[config.mk]
export PLATFORM = sky130hd
export DESIGN_NAME = pyrm_decode_block
export DESIGN_NICKNAME = d
export VERILOG_FILES = /design/src/rtl/pyrm_decode_pkg.sv /design/src/rtl/pyrm_imm_gen.sv /design/src/rtl/pyrm_decode_block.sv
export SDC_FILE = /design/constraint.sdc
export NUM_CORES = 1
export LEC_CHECK = 0
export ABC_AREA = 0
export ABC_CLOCK_PERIOD_IN_PS = 5600
export BUFFER_PORTS_ARGS = -buffer_cell sky130_fd_sc_hd__buf_2
export CAP_MARGIN = 20
export CORE_AREA = 8 8 147 149
export DETAILED_ROUTE_END_ITERATION = 12
export DIE_AREA = 0 0 155 157
export PLACE_DENSITY = 0.76
export SETUP_SLACK_MARGIN = 0.1
export SYNTH_ARGS = -nofsm -noshare
export SYNTH_HDL_FRONTEND = slang
export SYNTH_SLANG_ARGS = --single-unit
[constraint.sdc]
create_clock -name clk -period 5.6 [get_ports clk]
set_clock_uncertainty 0.05 [all_clocks]
set_input_delay 0.28 -clock clk [delete_from_list [all_inputs] [get_ports clk]]
set_output_delay 0.28 -clock clk [all_outputs]
set_load 0.05 [all_outputs]
[src/rtl/pyrm_decode_pkg.sv]
`default_nettype none
// ============================================================================
// Module      : pyrm_decode_pkg
// Description : Shared types, RV64I base opcodes and decode helpers for the
//               pyrm decode stage.
// Revision    : 1.0 - initial release
// ============================================================================
package pyrm_decode_pkg;

    // Immediate format selected by the opcode
    typedef enum logic [2:0] {
        IMM_NONE = 3'd0,
        IMM_I    = 3'd1,
        IMM_S    = 3'd2,
        IMM_B    = 3'd3,
        IMM_U    = 3'd4,
        IMM_J    = 3'd5
    } imm_type_t;

    // RV64I base opcodes (full 7-bit major opcode, low two bits are 2'b11)
    localparam logic [6:0] OP_LOAD     = 7'b000_0011;
    localparam logic [6:0] OP_MISC_MEM = 7'b000_1111;
    localparam logic [6:0] OP_OP_IMM   = 7'b001_0011;
    localparam logic [6:0] OP_AUIPC    = 7'b001_0111;
    localparam logic [6:0] OP_OP_IMM32 = 7'b001_1011;
    localparam logic [6:0] OP_STORE    = 7'b010_0011;
    localparam logic [6:0] OP_OP       = 7'b011_0011;
    localparam logic [6:0] OP_LUI      = 7'b011_0111;
    localparam logic [6:0] OP_OP_32    = 7'b011_1011;
    localparam logic [6:0] OP_BRANCH   = 7'b110_0011;
    localparam logic [6:0] OP_JALR     = 7'b110_0111;
    localparam logic [6:0] OP_JAL      = 7'b110_1111;
    localparam logic [6:0] OP_SYSTEM   = 7'b111_0011;

    // Decoded bundle presented to the execute stage
    typedef struct packed {
        logic [63:0] pc;
        logic [31:0] inst;
        logic [6:0]  op;
        logic [4:0]  rd;
        logic [4:0]  rs1;
        logic [4:0]  rs2;
        logic [2:0]  funct3;
        logic [6:0]  funct7;
        logic [63:0] imm;
        logic        illegal;
    } dec_bundle_t;

    // True when the opcode is one of the thirteen RV64I base opcodes
    function automatic logic is_base_opcode(input logic [6:0] op);
        logic hit;
        hit = 1'b0;
        case (op)
            OP_LOAD, OP_MISC_MEM, OP_OP_IMM, OP_AUIPC, OP_OP_IMM32,
            OP_STORE, OP_OP, OP_LUI, OP_OP_32, OP_BRANCH, OP_JALR,
            OP_JAL, OP_SYSTEM: hit = 1'b1;
            default:           hit = 1'b0;
        endcase
        return hit;
    endfunction

    // Immediate format for a legal opcode; R-type and unknown give IMM_NONE
    function automatic imm_type_t imm_type_of(input logic [6:0] op);
        imm_type_t t;
        t = IMM_NONE;
        case (op)
            OP_LOAD, OP_OP_IMM, OP_OP_IMM32,
            OP_JALR, OP_SYSTEM, OP_MISC_MEM: t = IMM_I;
            OP_STORE:                        t = IMM_S;
            OP_BRANCH:                       t = IMM_B;
            OP_LUI, OP_AUIPC:                t = IMM_U;
            OP_JAL:                          t = IMM_J;
            default:                         t = IMM_NONE;
        endcase
        return t;
    endfunction

endpackage
`default_nettype wire

[src/rtl/pyrm_imm_gen.sv]
`default_nettype none
// ============================================================================
// Module      : pyrm_imm_gen
// Description : Combinational immediate generator and illegal-opcode detector
//               for a single 32-bit RV64I instruction.
// Revision    : 1.0 - initial release
// ============================================================================
module pyrm_imm_gen
    import pyrm_decode_pkg::*;
(
    input  logic [31:0] inst_i,
    output imm_type_t   imm_type_o,
    output logic [63:0] imm_o,
    output logic        illegal_o
);

    logic w_illegal;

    // Classify the instruction; an illegal encoding never yields an immediate
    always_comb begin
        w_illegal  = !is_base_opcode(inst_i[6:0]) || (inst_i[1:0] != 2'b11);
        imm_type_o = w_illegal ? IMM_NONE : imm_type_of(inst_i[6:0]);
    end

    // Assemble and sign-extend the immediate for the selected format
    always_comb begin
        imm_o = 64'h0;
        case (imm_type_o)
            IMM_I: imm_o = {{52{inst_i[31]}}, inst_i[31:20]};
            IMM_S: imm_o = {{52{inst_i[31]}}, inst_i[31:25], inst_i[11:7]};
            IMM_B: imm_o = {{51{inst_i[31]}}, inst_i[31], inst_i[7],
                            inst_i[30:25], inst_i[11:8], 1'b0};
            IMM_U: imm_o = {{32{inst_i[31]}}, inst_i[31:12], 12'h000};
            IMM_J: imm_o = {{43{inst_i[31]}}, inst_i[31], inst_i[19:12],
                            inst_i[20], inst_i[30:21], 1'b0};
            default: imm_o = 64'h0;
        endcase
    end

    assign illegal_o = w_illegal;

endmodule
`default_nettype wire

[src/rtl/pyrm_decode_block.sv]
`default_nettype none
// ============================================================================
// Module      : pyrm_decode_block
// Description : Decode stage. Buffers paired pc/inst beats from fetch in a
//               small elastic queue and presents the decoded head entry to
//               execute with valid/retry handshaking and flush support.
// Revision    : 1.0 - initial release
// ============================================================================
module pyrm_decode_block
    import pyrm_decode_pkg::*;
#(
    parameter int unsigned DEPTH    = 2,
    parameter logic [63:0] RESET_PC = 64'h0
) (
    input  logic        clk,
    input  logic        reset_pyri,
    input  logic [63:0] pc_pyri,
    input  logic        pc_valid_pyri,
    output logic        pc_retry_pyro,
    input  logic [31:0] inst_pyri,
    input  logic        inst_valid_pyri,
    output logic        inst_retry_pyro,
    input  logic        flush_pyri,
    output logic        dec_valid_pyro,
    input  logic        dec_retry_pyri,
    output logic [63:0] dec_pc_pyro,
    output logic [31:0] dec_inst_pyro,
    output logic [6:0]  dec_op_pyro,
    output logic [4:0]  dec_rd_pyro,
    output logic [4:0]  dec_rs1_pyro,
    output logic [4:0]  dec_rs2_pyro,
    output logic [2:0]  dec_funct3_pyro,
    output logic [6:0]  dec_funct7_pyro,
    output logic [63:0] dec_imm_pyro,
    output logic        dec_illegal_pyro
);

    localparam int PTR_W = (DEPTH > 1) ? $clog2(DEPTH) : 1;
    localparam int CNT_W = $clog2(DEPTH + 1);

    // Queue storage and bookkeeping
    logic [63:0]      pc_mem_q   [DEPTH];
    logic [31:0]      inst_mem_q [DEPTH];
    logic [PTR_W-1:0] head_q, head_d;
    logic [PTR_W-1:0] tail_q, tail_d;
    logic [CNT_W-1:0] count_q, count_d;

    logic             w_full;
    logic             w_valid;
    logic             w_push;
    logic             w_pop;
    logic [63:0]      w_head_pc;
    logic [31:0]      w_head_inst;
    imm_type_t        w_imm_type;
    logic [63:0]      w_imm;
    logic             w_illegal;
    dec_bundle_t      w_bundle;

    // Pointer increment that wraps at the queue depth
    function automatic logic [PTR_W-1:0] ptr_inc(input logic [PTR_W-1:0] p);
        return (p == PTR_W'(DEPTH - 1)) ? '0 : p + PTR_W'(1);
    endfunction

    // Retry comes only from registered occupancy, so fetch never sees a
    // combinational path from its own valid back to its retry
    assign w_full          = (count_q == CNT_W'(DEPTH));
    assign w_valid         = (count_q != '0);
    assign pc_retry_pyro   = w_full;
    assign inst_retry_pyro = w_full;

    assign w_push = pc_valid_pyri & inst_valid_pyri & ~w_full;
    assign w_pop  = w_valid & ~dec_retry_pyri;

    // Next-state for pointers and occupancy; flush wins over push and pop
    always_comb begin
        head_d  = head_q;
        tail_d  = tail_q;
        count_d = count_q;
        if (flush_pyri) begin
            head_d  = '0;
            tail_d  = '0;
            count_d = '0;
        end else begin
            if (w_push) begin
                tail_d = ptr_inc(tail_q);
            end
            if (w_pop) begin
                head_d = ptr_inc(head_q);
            end
            case ({w_push, w_pop})
                2'b10:   count_d = count_q + CNT_W'(1);
                2'b01:   count_d = count_q - CNT_W'(1);
                default: count_d = count_q;
            endcase
        end
    end

    // Bookkeeping registers, cleared immediately when reset asserts
    always_ff @(posedge clk or negedge reset_pyri) begin
        if (!reset_pyri) begin
            head_q  <= '0;
            tail_q  <= '0;
            count_q <= '0;
        end else begin
            head_q  <= head_d;
            tail_q  <= tail_d;
            count_q <= count_d;
        end
    end

    // Payload storage; never read while empty, so it needs no reset
    always_ff @(posedge clk) begin
        if (w_push) begin
            pc_mem_q[tail_q]   <= pc_pyri;
            inst_mem_q[tail_q] <= inst_pyri;
        end
    end

    assign w_head_pc   = pc_mem_q[head_q];
    assign w_head_inst = inst_mem_q[head_q];

    pyrm_imm_gen u_imm_gen (
        .inst_i     (w_head_inst),
        .imm_type_o (w_imm_type),
        .imm_o      (w_imm),
        .illegal_o  (w_illegal)
    );

    // Build the output bundle; an empty queue presents a quiet bundle
    always_comb begin
        w_bundle    = '0;
        w_bundle.pc = RESET_PC;
        if (w_valid) begin
            w_bundle.pc      = w_head_pc;
            w_bundle.inst    = w_head_inst;
            w_bundle.op      = w_head_inst[6:0];
            w_bundle.rd      = w_head_inst[11:7];
            w_bundle.rs1     = w_head_inst[19:15];
            w_bundle.rs2     = w_head_inst[24:20];
            w_bundle.funct3  = w_head_inst[14:12];
            w_bundle.funct7  = w_head_inst[31:25];
            w_bundle.imm     = (w_imm_type == IMM_NONE) ? 64'h0 : w_imm;
            w_bundle.illegal = w_illegal;
        end
    end

    assign dec_valid_pyro   = w_valid;
    assign dec_pc_pyro      = w_bundle.pc;
    assign dec_inst_pyro    = w_bundle.inst;
    assign dec_op_pyro      = w_bundle.op;
    assign dec_rd_pyro      = w_bundle.rd;
    assign dec_rs1_pyro     = w_bundle.rs1;
    assign dec_rs2_pyro     = w_bundle.rs2;
    assign dec_funct3_pyro  = w_bundle.funct3;
    assign dec_funct7_pyro  = w_bundle.funct7;
    assign dec_imm_pyro     = w_bundle.imm;
    assign dec_illegal_pyro = w_bundle.illegal;

endmodule
`default_nettype wire

After elaboration in Yosys (flattened, before gate mapping)
Memories as Yosys holds them, arrays and structs flattened.
Index checks and enable logic that the tools add are counted.
W data, S select, Z words.
{"block": "word_totals", "ff_bits": 4, "ramBits": 192, "in_bits": 102, "output_inout_bits": 196, "wordCells": 62, "mem_count": 2}
{"block": "classes", "add_sub_neg": 4, "n_eq_ne": 22, "mux": 16, "bitwise": 5, "reduce_logical": 10}
{"name": "pc_mem_q", "words": 2, "width": 64, "read_ports": 1, "rd_clocked_by_memory_dff": 0, "wr": 1, "line": "pyrm_decode_block.sv:42", "text": "logic [63:0] pc_mem_q [DEPTH];"}
{"name": "inst_mem_q", "words": 2, "width": 32, "read_ports": 1, "rd_clocked_by_memory_dff": 0, "wr": 1, "line": "pyrm_decode_block.sv:43", "text": "logic [31:0] inst_mem_q [DEPTH];"}
{"operator": "$pmux W64 S5", "n": 1}
{"operator": "$mux W193", "n": 1}
{"operator": "$mux W64", "n": 1}
{"operator": "$eq A7 B6 Y1 const B", "n": 4}
{"operator": "$eq A7 B7 Y1 const B", "n": 4}
{"operator": "$eq A7 B5 Y1 const B", "n": 3}
{"operator": "$pmux W3 S5", "n": 1}
{"operator": "$reduce_or A13 Y1", "n": 1}
{"operator": "$mux W1", "n": 9}
{"operator": "$eq A7 B2 Y1 const B", "n": 1}
{"operator": "$eq A7 B4 Y1 const B", "n": 1}
{"operator": "$eq A3 B2 Y1 const B", "n": 2}
{"operator": "$eq A3 B3 Y1 const B", "n": 2}
{"operator": "$reduce_bool A2 Y1", "n": 3}
{"operator": "$reduce_or A6 Y1", "n": 1}
{"operator": "$eq A2 B2 Y1 const B", "n": 2}
{"operator": "$pmux W2 S2", "n": 1}
{"operator": "$and A1 B1 Y1", "n": 3}
{"operator": "$eq A3 B1 Y1 const B", "n": 1}
{"operator": "$logic_not A3 Y1", "n": 1}
{"operator": "$mux W3", "n": 1}
{"operator": "$reduce_bool A3 Y1", "n": 1}
{"operator": "$add A1 B1 Y1 const B", "n": 2}
{"operator": "$add A2 B1 Y2 const B", "n": 1}
{"operator": "8 further kinds", "n": 9}

Longest topological paths before layout
Gate-level depths: netlist (run 1).
An unclocked memory read counts as a cell.
{"block": "depth", "word_depth": 11, "ltp_mapped": 10, "mapped_depth_nobuf": 6}

By module
From an unflattened synthesis (run 1), not the netlist that was laid out.
{"block": "hier_totals", "hier_cells": 667, "hier_area_um2": 9156.3}
{"module": "pyrm_decode_block", "instances": 1, "cells_each": 536, "area_each_um2": 8299.2, "seq_area_each_um2": 5865.6}
{"module": "pyrm_imm_gen", "instances": 1, "cells_each": 131, "area_each_um2": 857.1, "seq_area_each_um2": 0.0}

Least setup slack after synthesis (run 1)
No wires, ideal clock.
{"block": "synth_path", "path_type": "reg-to-reg", "startpoint": "register count_q[0]", "endpoint": "memory inst_mem_q[0][0], enable pin", "setup_ps": 563, "arrival_ps": 5147, "t_required_ps": 4987, "path_slack_ps": -160, "path_stages_with_launch": 5, "n_path_buf": 1, "period_less_slack_ps": 5760, "path_cell_list": "dfrtp_1 > nand2b_1 > and3_1 > clkbuf_1 > nor2b_1"}
{"block": "synth_via", "elab_chain_cells": 5}
{"item": "start, declared", "line": "pyrm_decode_block.sv:46", "text": "logic [CNT_W-1:0] count_q, count_d;"}
{"item": "start signal, assigned", "line": "pyrm_decode_block.sv:107", "text": "count_q <= count_d;"}
{"item": "$eq A2 B2 Y1", "line": "pyrm_decode_block.sv:66", "text": "assign w_full = (count_q == CNT_W'(DEPTH));"}
{"item": "$not A1 Y1", "line": "pyrm_decode_block.sv:71", "text": "assign w_push = pc_valid_pyri & inst_valid_pyri & ~w_full;"}
{"item": "$and A1 B1 Y1", "line": "pyrm_decode_block.sv:71"}
{"item": "$mux W1", "line": "pyrm_decode_block.sv:113", "text": "if (w_push) begin"}
{"item": "$mux W1 (not written as such)", "line": "pyrm_decode_block.sv:115", "text": "inst_mem_q[tail_q] <= inst_pyri;"}
{"item": "end, declared", "line": "pyrm_decode_block.sv:43"}
No other way between the ends.

Final worst setup path (run 1)
{"block": "layout_path", "startpoint": "register head_q", "endpoint": "output dec_imm_pyro[32]"}
{"block": "layout_via", "elab_chain_cells": 11, "elab_cells_between_ends": 32, "cone_classes": "eq/ne (19); mux (6); reduce/logical (6); memory (1)"}
{"item": "start, declared", "line": "pyrm_decode_block.sv:44", "text": "logic [PTR_W-1:0] head_q, head_d;"}
{"item": "start signal, assigned", "line": "pyrm_decode_block.sv:101", "text": "head_q <= '0;"}
{"item": "start signal, assigned", "line": "pyrm_decode_block.sv:105", "text": "head_q <= head_d;"}
{"item": "$mem_v2 Z2 W32 (*)"}
{"item": "$eq A7 B6 Y1 (tied with other cells)", "line": "pyrm_decode_pkg.sv:53", "text": "case (op)"}
{"item": "$reduce_or A13 Y1", "line": "pyrm_decode_pkg.sv:53"}
{"item": "$mux W1", "line": "pyrm_decode_pkg.sv:53"}
{"item": "$logic_not A1 Y1", "line": "pyrm_imm_gen.sv:21", "text": "w_illegal = !is_base_opcode(inst_i[6:0]) || (inst_i[1:0] != 2'b11);"}
{"item": "$logic_or A1 B1 Y1", "line": "pyrm_imm_gen.sv:21"}
{"item": "$mux W3", "line": "pyrm_imm_gen.sv:22", "text": "imm_type_o = w_illegal ? IMM_NONE : imm_type_of(inst_i[6:0]);"}
{"item": "$eq A3 B3 Y1 (tied with other cells)", "line": "pyrm_imm_gen.sv:28", "text": "case (imm_type_o)"}
{"item": "$pmux W64 S5", "line": "pyrm_imm_gen.sv:28"}
{"item": "$mux W64 (*)", "line": "pyrm_decode_block.sv:142", "text": "w_bundle.imm = (w_imm_type == IMM_NONE) ? 64'h0 : w_imm;"}
{"item": "$mux W193 (*)", "line": "pyrm_decode_block.sv:133", "text": "if (w_valid) begin"}
{"item": "end, declared", "line": "pyrm_decode_block.sv:34", "text": "output logic [63:0] dec_imm_pyro,"}
Mark *: on every way between the ends. The rest lies on a longest branch, timed or not.

==> impl_metrics.toml, run 1 <==
[worst_setup_path]
crit_chain = "buf_4 -> a32oi_1 -> a211o_1 -> buf_16 -> nor2_2 -> buf_2"
crit_family = "buffers and inverters"
ff2ff_setup_slack_ps = 2880
cp-end-kind = "output pin"
startpoint_type = "flip-flop"
slowest_stage = "buf_4"
required_ps = 5270
critPathBufInv = 3
path_max_fanout = 47
worst_ep_arrival_time_ps = 3790
worst-setup-path-type = "reg2out"
cpPeakStageDelay_ps = 680

[floorplanning]
die_x_um = 155
initial_core_util_pct = 45.34
core-area_um2 = 19210
pin_count = 298
num_rows = 51
die_h_um = 157
die-area_um2 = 24340

[grt]
grt_max_degree = 81
grt_usage_pct = 18.07
antenna_found_initial = 3
grt_overflow = 0
first_global_vias = 6313
grt_pass1_wl_um = 34090

[yosys]
synth_edf_count = 192
synth_top_family_by_area = "multiplexers"
post_synth.cell_area_avg_um2 = 14.16
ys_warn_count = 0
muxShareOfSynthArea_pct = 11.87
yosysTopAreaCell = "edfxtp_1"
synthAdderAreaFrac_pct = 0
syn_inst = 615
synthSimpleGateAreaFrac_pct = 8.635
synth-async-reset-ratio_pct = 2.041
seq_area_frac_synth_pct = 67.36
ys.flop_type = "edfxtp_1"
synthTopCellsByCount = "edfxtp_1 (192), nor2_1 (107), mux2i_1 (86)"
synth.most_common_cell = "edfxtp_1"
synth-compound-area-share_pct = 4.368
synthXorXnorAreaFrac_pct = 0.3017
ys_ff_latch = 196
synthTopCellsByArea = "edfxtp_1 (66%), mux2i_1 (9.9%), buf_4 (5.7%)"
yosysUniqueCellTypes = 44
netlist.area_leader.share_pct = 66.21
synth_nets = 717
synthesis.area_um2 = 8708

[routing]
dr.pass1.iters = 4
drtIter0Drc = 363
drtAntennaViolNets = 0
drc = 0
wl_per_cell_um = 18.66
route.final.wire_length_um = 22820
vias = 6059
avgViaCountPerCell = 4.954

[clocking]
htree_levels = 4
clk_latency_ps = 420
cts_tree = "yes"
cts_root_buf = "clkbuf_16"
clock_sinks = 196
numCtsBuffers = 17
clk_pin_slew_ps = 80
cts.path.max_buffers = 2

[final_layout]
fill_cells = 1447
syn_to_final_growth_pct = 32.83
drive_gt1_share_pct = 39.12
fin_nets = 1045
post-route-util_pct = 60.22

[power_and_ir_drop]
cellInternalPower_uw = 2436
clkPwrFrac_pct = 35.5
combPwrFrac_pct = 14.7
switching_power_uw = 948.6
vdd_drop_max_uv = 235.2
powerDensity_nw_per_um2 = 292.6
leakagePower_uw = 0.004612
sequentialPowerShare_pct = 49.8
sw_frac_of_total_pct = 28.02
p_total_uw = 3385

[hold_path]
hp-class = "in2reg"

[timing]
period_share_pct = 73.59
finalHoldViolations = 0
rsz0062_at_grt = "no"
relSlewSlack_pct = 39.40
setup_tns_ps = 0
worst_slew_pin_slew_ps = 909.0
final-max-slew-violation-count = 0
timing.fmax_ghz = 0.2427
fin_crit_ps = 4121
setup_violations = 0

[placed_design]
place_hpwl_um = 15220
gp_congestion = 0.8198
numPortBuffers = 297

[outcome]
outcome = "finished, final reports clean"

[run]
drv_cap = 0
[state kept, by name, summed over array words and instances, names as in the netlist]
signal / count
pc_mem_q: 128
head_q: 1
inst_mem_q: 64
tail_q: 1
count_q: 2
[cell families (layout without fill, tap and decap cells)]
| family | Yosys count | in the layout |
|---|---|---|
| compound gates | 56 | 56 |
| xor+xnor | 3 | 3 |
| buf+inv | 94 | 435 |
| flops | 196 | 196 |
| mux | 99 | 99 |
| other cells | 0 | 2 |
| simple gates | 167 | 167 |
[power groups by stage]
stage | registers [uW] | clock network [uW] | logic, uW
final | 1690 | 1200 | 496
after global routing | 1690 | 1280 | 526
after CTS | 1690 | 1230 | 495
after detailed placement | 1720 | 0 | 440
after global placement | 1720 | 0 | 434
after floorplan | 1720 | 0 | 326
[placed cells by master (no fill, tap or decap), drive strengths merged, types with 9 or more instances in the layout]
cell type,n
dlygate4sd3,97
nand2,15
clkbuf,18
mux2i,90
clkinv,9
a21oi,32
buf,304
nand2b,9
mux2,9
nor2,113
edfxtp,192
[per-layer routing]
layer | vias to the layer above | wire length, um | global-route usage (%)
li1 | 2830 | - | -
met1 | 2869 | 8669 | 19.94
met2 | 320 | 11430 | 31.54
met3 | 38 | 2127 | 6.444
met4 | 2 | 581 | 6.813
met5 | - | 13 | 0
[path summary, 6_finish.rpt]
check	from	endpoint	depth (start not counted)
min reg2reg	tail_q	tail_q	2
min	pc_pyri[12]	pc_mem_q[1][12]	1
max in group asynchronous	reset_pyri	head_q	2
max	head_q	dec_imm_pyro[32]	6
max reg2reg	count_q[0]	pc_mem_q[1][57]	4
min in group asynchronous	reset_pyri	head_q	2
[through the flow]
| stage | hold slack, ps | area (um^2) | worst slack (ps) | cells |
|---|---|---|---|---|
| 2_1_floorplan | -65.59 | 8711 | 1679 | 615 |
| 3_3_place_gp | 48.72 | 9950 | 1665 | 1091 |
| 3_5_place_dp | 46.36 | 9950 | 1557 | 1091 |
| 4_1_cts | 0.08690 | 11520 | 1081 | 1219 |
| 5_1_grt | -0.02609 | 11570 | 1061 | 1223 |
| 6_report | 17.22 | 11570 | 1479 | 1223 |
[layout make-up]
cell class	instances	area [um^2]	area share, %
clock buffers	18	429.2	3.710
clock inverters	14	185.2	1.601
multi-input cells	325	2210	19.10
diodes	2	5.005	0.04327
inverters	2	7.507	0.06490
well taps	265	331.6	2.866
repair buffers	401	2530	21.87
flip-flops and latches	196	5869	50.74
[repair_timing]
action,4_1_cts,5_1_grt
hold endpoints to repair,194,2
hold buffers,96,1
buffers inserted,0,0
gates resized for setup,0,0
Note: power is estimated with default switching activity, not from simulation.
==> run 2, diff against run 1 <==
--- a/config.mk
+++ b/config.mk
@@ -6,7 +6,7 @@
 export NUM_CORES = 1
 export LEC_CHECK = 0
 export ABC_AREA = 0
-export ABC_CLOCK_PERIOD_IN_PS = 5600
+export ABC_CLOCK_PERIOD_IN_PS = 3700
 export BUFFER_PORTS_ARGS = -buffer_cell sky130_fd_sc_hd__buf_2
 export CAP_MARGIN = 20
 export CORE_AREA = 8 8 147 149
==> constraint.sdc (replaced) <==
create_clock -name clk -period 3.7 [get_ports clk]
set_clock_uncertainty 0.05 [all_clocks]
set_input_delay 0.185 -clock clk [delete_from_list [all_inputs] [get_ports clk]]
set_output_delay 0.185 -clock clk [all_outputs]
set_load 0.05 [all_outputs]
==> run 2 against run 1 <==
Net effect: combinational power increased by 52%; largest power group unchanged; setup slack got worse by 1100 ps; wire length about the same; critical path type unchanged; critical path depth increased by 2.
==> impl_metrics.toml, run 2 (synthesized netlist as in run 1, its figures left out) <==
[outcome]
outcome = "finished, final reports clean"

[grt]
antenna_found_initial = 1
grt_usage_pct = 18.18
grt_max_degree = 66
first_global_vias = 6359
grt_pass1_wl_um = 34370
grt_overflow = 0

[clocking]
numCtsBuffers = 17
clock_sinks = 196
htree_levels = 4
cts_root_buf = "clkbuf_16"
cts.path.max_buffers = 2
cts_tree = "yes"
clk_pin_slew_ps = 70
clk_latency_ps = 410

[power_and_ir_drop]
leakagePower_uw = 0.004616
powerDensity_nw_per_um2 = 442.8
vdd_drop_max_uv = 353.8

[final_layout]
fill_cells = 1448
drive_gt1_share_pct = 39.48
regMostFlops = "pc_mem_q"
syn_to_final_growth_pct = 33.12
fin_nets = 1050
final_common_cell = "buf_2"
fin_area_um2 = 11590
seq_area_um2 = 5869
top_regs = "pc_mem_q x128, inst_mem_q x64, count_q x2"
largest_reg_flops = 128
layout_common_cells = "buf_2 (297), edfxtp_1 (192), nor2_1 (106), dlygate4sd3_1 (98), mux2i_1 (86)"
post-route-util_pct = 60.35
multi_input_comb_area_um2 = 2212

[floorplanning]
die_x_um = 155
die-area_um2 = 24340
pin_count = 298
core-area_um2 = 19210
initial_core_util_pct = 45.34
num_rows = 51
die_h_um = 157

[worst_setup_path]
worst-setup-path-type = "reg2out"
cp-end-kind = "output pin"
crit_chain = "mux2i_2 -> xnor2_1 -> nand2_1 -> a21o_1 -> a211o_1 -> buf_4 -> a31oi_1 -> buf_2"
critPathBufInv = 2
startpoint_type = "flip-flop"
worst_ep_arrival_time_ps = 3130
slowest_stage = "dfrtp_4"
path_max_fanout = 25
crit_family = "compound AO/OA/AOI/OAI gates"
cpPeakStageDelay_ps = 650
required_ps = 3460

[hold_path]
hp-class = "in2async"

[routing]
route.final.wire_length_um = 22820
drtAntennaViolNets = 0
dr.pass1.iters = 7
wl_per_cell_um = 18.59
drc = 0
vias = 6093
avgViaCountPerCell = 4.966
drtIter0Drc = 366

[timing]
setup_tns_ps = 0
hold-worst-slack_ps = 59.51
final-max-slew-violation-count = 0
period_share_pct = 90.91
timing.fmax_ghz = 0.2973
finalHoldViolations = 0
rsz0062_at_grt = "no"
relSlewSlack_pct = 45.06
worst_slew_pin_slew_ps = 824.1
fin_crit_ps = 3364
setup_violations = 0

[placed_design]
placed_cell_area_um2 = 9992
place_hpwl_um = 15300
numPortBuffers = 297
gp_congestion = 0.8133

[run]
drv_cap = 0
-- run 2: cell types whose count changed in the layout (fill, tap and decap cells not counted) --
| cell | before | now |
|---|---|---|
| inv_8 | 1 | 5 |
| clkinvlp_4 | 0 | 4 |
| buf_12 | 0 | 2 |
| nand2_1 | 15 | 14 |
| clkinv_8 | 7 | 2 |
| inv_6 | 3 | 2 |
| nand2_2 | 0 | 1 |
| buf_4 | 6 | 9 |
| clkbuf_1 | 1 | 0 |
| dlygate4sd3_1 | 97 | 98 |
| clkinv_4 | 2 | 0 |
| bufinv_16 | 0 | 1 |
| inv_12 | 1 | 0 |
| buf_16 | 1 | 0 |
-- run 2: stage by stage --
stage	instances	setup slack [ps]	power, uW
finish	1227	336.5	5133
global route	1226	102.2	5311
CTS	1225	237.5	5171
detailed placement	1095	514.7	3268
global placement	1095	620.1	3255
floorplan	615	250.6	3088
-- run 2: area by class of cell --
| class | count | area share, % |
|---|---|---|
| Clock inverter | 14 | 1.436 |
| Inverter | 2 | 0.06476 |
| Clock buffer | 17 | 3.670 |
| Tap cell | 265 | 2.860 |
| Multi-Input combinational cell | 325 | 19.08 |
| Sequential cell | 196 | 50.63 |
| Timing Repair Buffer | 406 | 22.21 |
| Antenna cell | 2 | 0.04317 |
-- run 2: path summary, 6_finish.rpt --
path	from	endpoint	slack (ps)	cells after the start
min in group clk	dec_retry_pyri	head_q	70	3
max	head_q	dec_imm_pyro[11]	340	8
min reg2reg	tail_q	tail_q	590	2
max reg2reg	count_q[0]	pc_mem_q[1][25]	1340	4
min	reset_pyri	count_q[0]	60	2
max in group asynchronous	reset_pyri	head_q	3400	2
-- run 2: layer usage --
| layer | vias to the layer above | track usage, % | part of all wire, % |
|---|---|---|---|
| li1 | 2834 | - | - |
| met1 | 2930 | 20.00 | 38 |
| met2 | 295 | 32.06 | 51 |
| met3 | 34 | 6.471 | 9.8 |
| met4 | 0 | 6.300 | 1.9 |
| met5 | - | 0 | 0 |
-- run 2: timing repair --
item,4_1_cts,5_1_grt
hold buffers,98,0
setup endpoints to repair,11,11
gates resized for setup,0,1
setup buffers,1,0
hold endpoints to repair,200,0
-- run 2: report_power, final --
| group | internal (uW) | switching [uW] | total [uW] |
|---|---|---|---|
| clock network | 963 | 863 | 1830 |
| registers | 2530 | 26.6 | 2550 |
| logic | 243 | 512 | 755 |
==> run 3, diff against run 2 <==
--- a/config.mk
+++ b/config.mk
@@ -12,7 +12,7 @@
 export CORE_AREA = 8 8 147 149
 export DETAILED_ROUTE_END_ITERATION = 12
 export DIE_AREA = 0 0 155 157
-export PLACE_DENSITY = 0.76
+export PLACE_DENSITY = 0.85
 export SETUP_SLACK_MARGIN = 0.1
 export SYNTH_ARGS = -nofsm -noshare
 export SYNTH_HDL_FRONTEND = slang
==> run 3 against run 2 <==
Net effect: wire length rose by 4.9%; first-iteration DRC count is 7.1% higher; die area unchanged; clock power is essentially flat; cell count about the same; combinational power about the same; register-to-register slack better by 40 ps; maximum frequency fell by 1.6%; sequential share of layout area grew 0.13 points; core utilization fell by 0.15 points; flip-flop and latch count unchanged; power is essentially flat.
==> impl_metrics.toml, run 3 (synthesized netlist as in run 1, its figures left out) <==
[worst_setup_path]
slowest_stage = "dfrtp_4"
crit_chain = "mux2i_2 -> xnor2_1 -> nand2_1 -> a21o_1 -> a211o_1 -> buf_4 -> nor2_2 -> buf_4 -> buf_2"
required_ps = 3460
cpPeakStageDelay_ps = 590
cp-end-kind = "output pin"
worst_ep_arrival_time_ps = 3180
worst-setup-path-type = "reg2out"
path_max_fanout = 33
startpoint_type = "flip-flop"
critical_path.startpoint = "head_q"
cpMostUsedCell = "buf_4"
reg2reg_from = "count_q[0]"

[clocking]
htree_levels = 4
clk_latency_ps = 420
numCtsBuffers = 17
clock_sinks = 196
cts_tree = "yes"
post_cts_buffers = 0
clk_pin_slew_ps = 80
cts.path.max_buffers = 2
cts_root_buf = "clkbuf_16"

[power_and_ir_drop]
sequentialPowerShare_pct = 49.7
switching_power_uw = 1452
leakagePower_uw = 0.004611
p_total_uw = 5133
cellInternalPower_uw = 3680
clkPwrFrac_pct = 35.5
powerDensity_nw_per_um2 = 443.9
combPwrFrac_pct = 14.8
vdd_drop_max_uv = 408.9
sw_frac_of_total_pct = 28.30

[grt]
grt_usage_pct = 18.95
antenna_found_initial = 1
grt_pass1_wl_um = 35740
grt_overflow = 0
grt_max_degree = 58
first_global_vias = 6536

[final_layout]
regMostFlops = "pc_mem_q"
top_regs = "pc_mem_q x128, inst_mem_q x64, count_q x2"
layout_common_cells = "buf_2 (297), edfxtp_1 (192), nor2_1 (106), dlygate4sd3_1 (98), mux2i_1 (85)"
largest_reg_flops = 128
final_common_cell = "buf_2"
post-route-util_pct = 60.20
drive_gt1_share_pct = 39.42
syn_to_final_growth_pct = 32.79
fin_nets = 1048
fin_cells = 1226

[timing]
period_share_pct = 92.41
timing.fmax_ghz = 0.2925
setup_violations = 0
relSlewSlack_pct = 35.54
worst_slew_pin_slew_ps = 966.9
final-max-slew-violation-count = 0
setup_tns_ps = 0
fin_crit_ps = 3419
rsz0062_at_grt = "yes"
finalHoldViolations = 0
hold-worst-slack_ps = 56.79

[placed_design]
numPortBuffers = 297
placed_cells = 1094
place_hpwl_um = 15700
gp_congestion = 0.8827

[routing]
drtAntennaViolNets = 0
dr.pass1.iters = 5
route.final.wire_length_um = 23930
drc = 0
wl_per_cell_um = 19.52
vias = 6153
avgViaCountPerCell = 5.019
drtIter0Drc = 392

[floorplanning]
core-area_um2 = 19210
die_h_um = 157
num_rows = 51
pin_count = 298
initial_core_util_pct = 45.34
die-area_um2 = 24340
die_x_um = 155

[outcome]
outcome = "finished, final reports clean"

[hold_path]
hp-class = "in2async"

[run]
drv_cap = 0
## run 3: path summary, 6_finish.rpt
path / to / depth (start not counted) / slack (ps)
setup / recovery: dec_imm_pyro[59] / 9 / 280
hold / removal: count_q[0] / 2 / 60
setup reg to reg: pc_mem_q[1][60] / 4 / 1380
hold reg to reg: tail_q / 2 / 600
max in group asynchronous: head_q / 2 / 3400
min in group clk: head_q / 3 / 70
## run 3: area by class of cell
cell class / instances / area [um^2]
well taps: 265 / 331.6
clock inverters: 14 / 156.4
multi-input cells: 325 / 2217
diodes: 2 / 5.005
inverters: 2 / 7.507
clock buffers: 18 / 429.2
repair buffers: 404 / 2547
fillers: 1432 / 7644
flip-flops and latches: 196 / 5869
## run 3: through the flow
stage                     area, um^2  setup WS, ps
after floorplan                 8717         250.6
after global placement          9985         694.5
after detailed placement        9985         591.9
after CTS                      11550         132.3
after global routing           11560         60.92
final                          11560         280.9
## run 3: critical path: cells and delay by family, from the launching register on
| kind | cells | cell delay (ps) |
|---|---|---|
| DFF | 1 | 590 |
| muxes | 1 | 490 |
| and+or+nand+nor | 2 | 200 |
| buffers and inverters | 3 | 800 |
| xor gates and xnor gates | 1 | 200 |
| AOI/OAI and AO/OA | 2 | 470 |
## run 3: metal layers
layer	GRT usage, %	up-vias	wire length [um]
met1	20.86	2956	8734
met4	6.766	2	392
met2	33.70	331	12530
li1	-	2832	-
met3	6.252	32	2259
met5	0	-	8
## run 3: timing repair
item,4_1_cts,5_1_grt
gates resized for setup,0,2
endpoints found under the hold margin,200,0
hold buffers,98,0
setup endpoints to repair,0,55
## run 3: power groups by stage
stage | sequential, uW | combinational [uW] | clock, uW
2_1_floorplan | 2590 | 494 | 0
3_3_place_gp | 2600 | 656 | 0
3_5_place_dp | 2600 | 668 | 0
4_1_cts | 2550 | 754 | 1860
5_1_grt | 2560 | 799 | 1940
6_report | 2550 | 758 | 1820
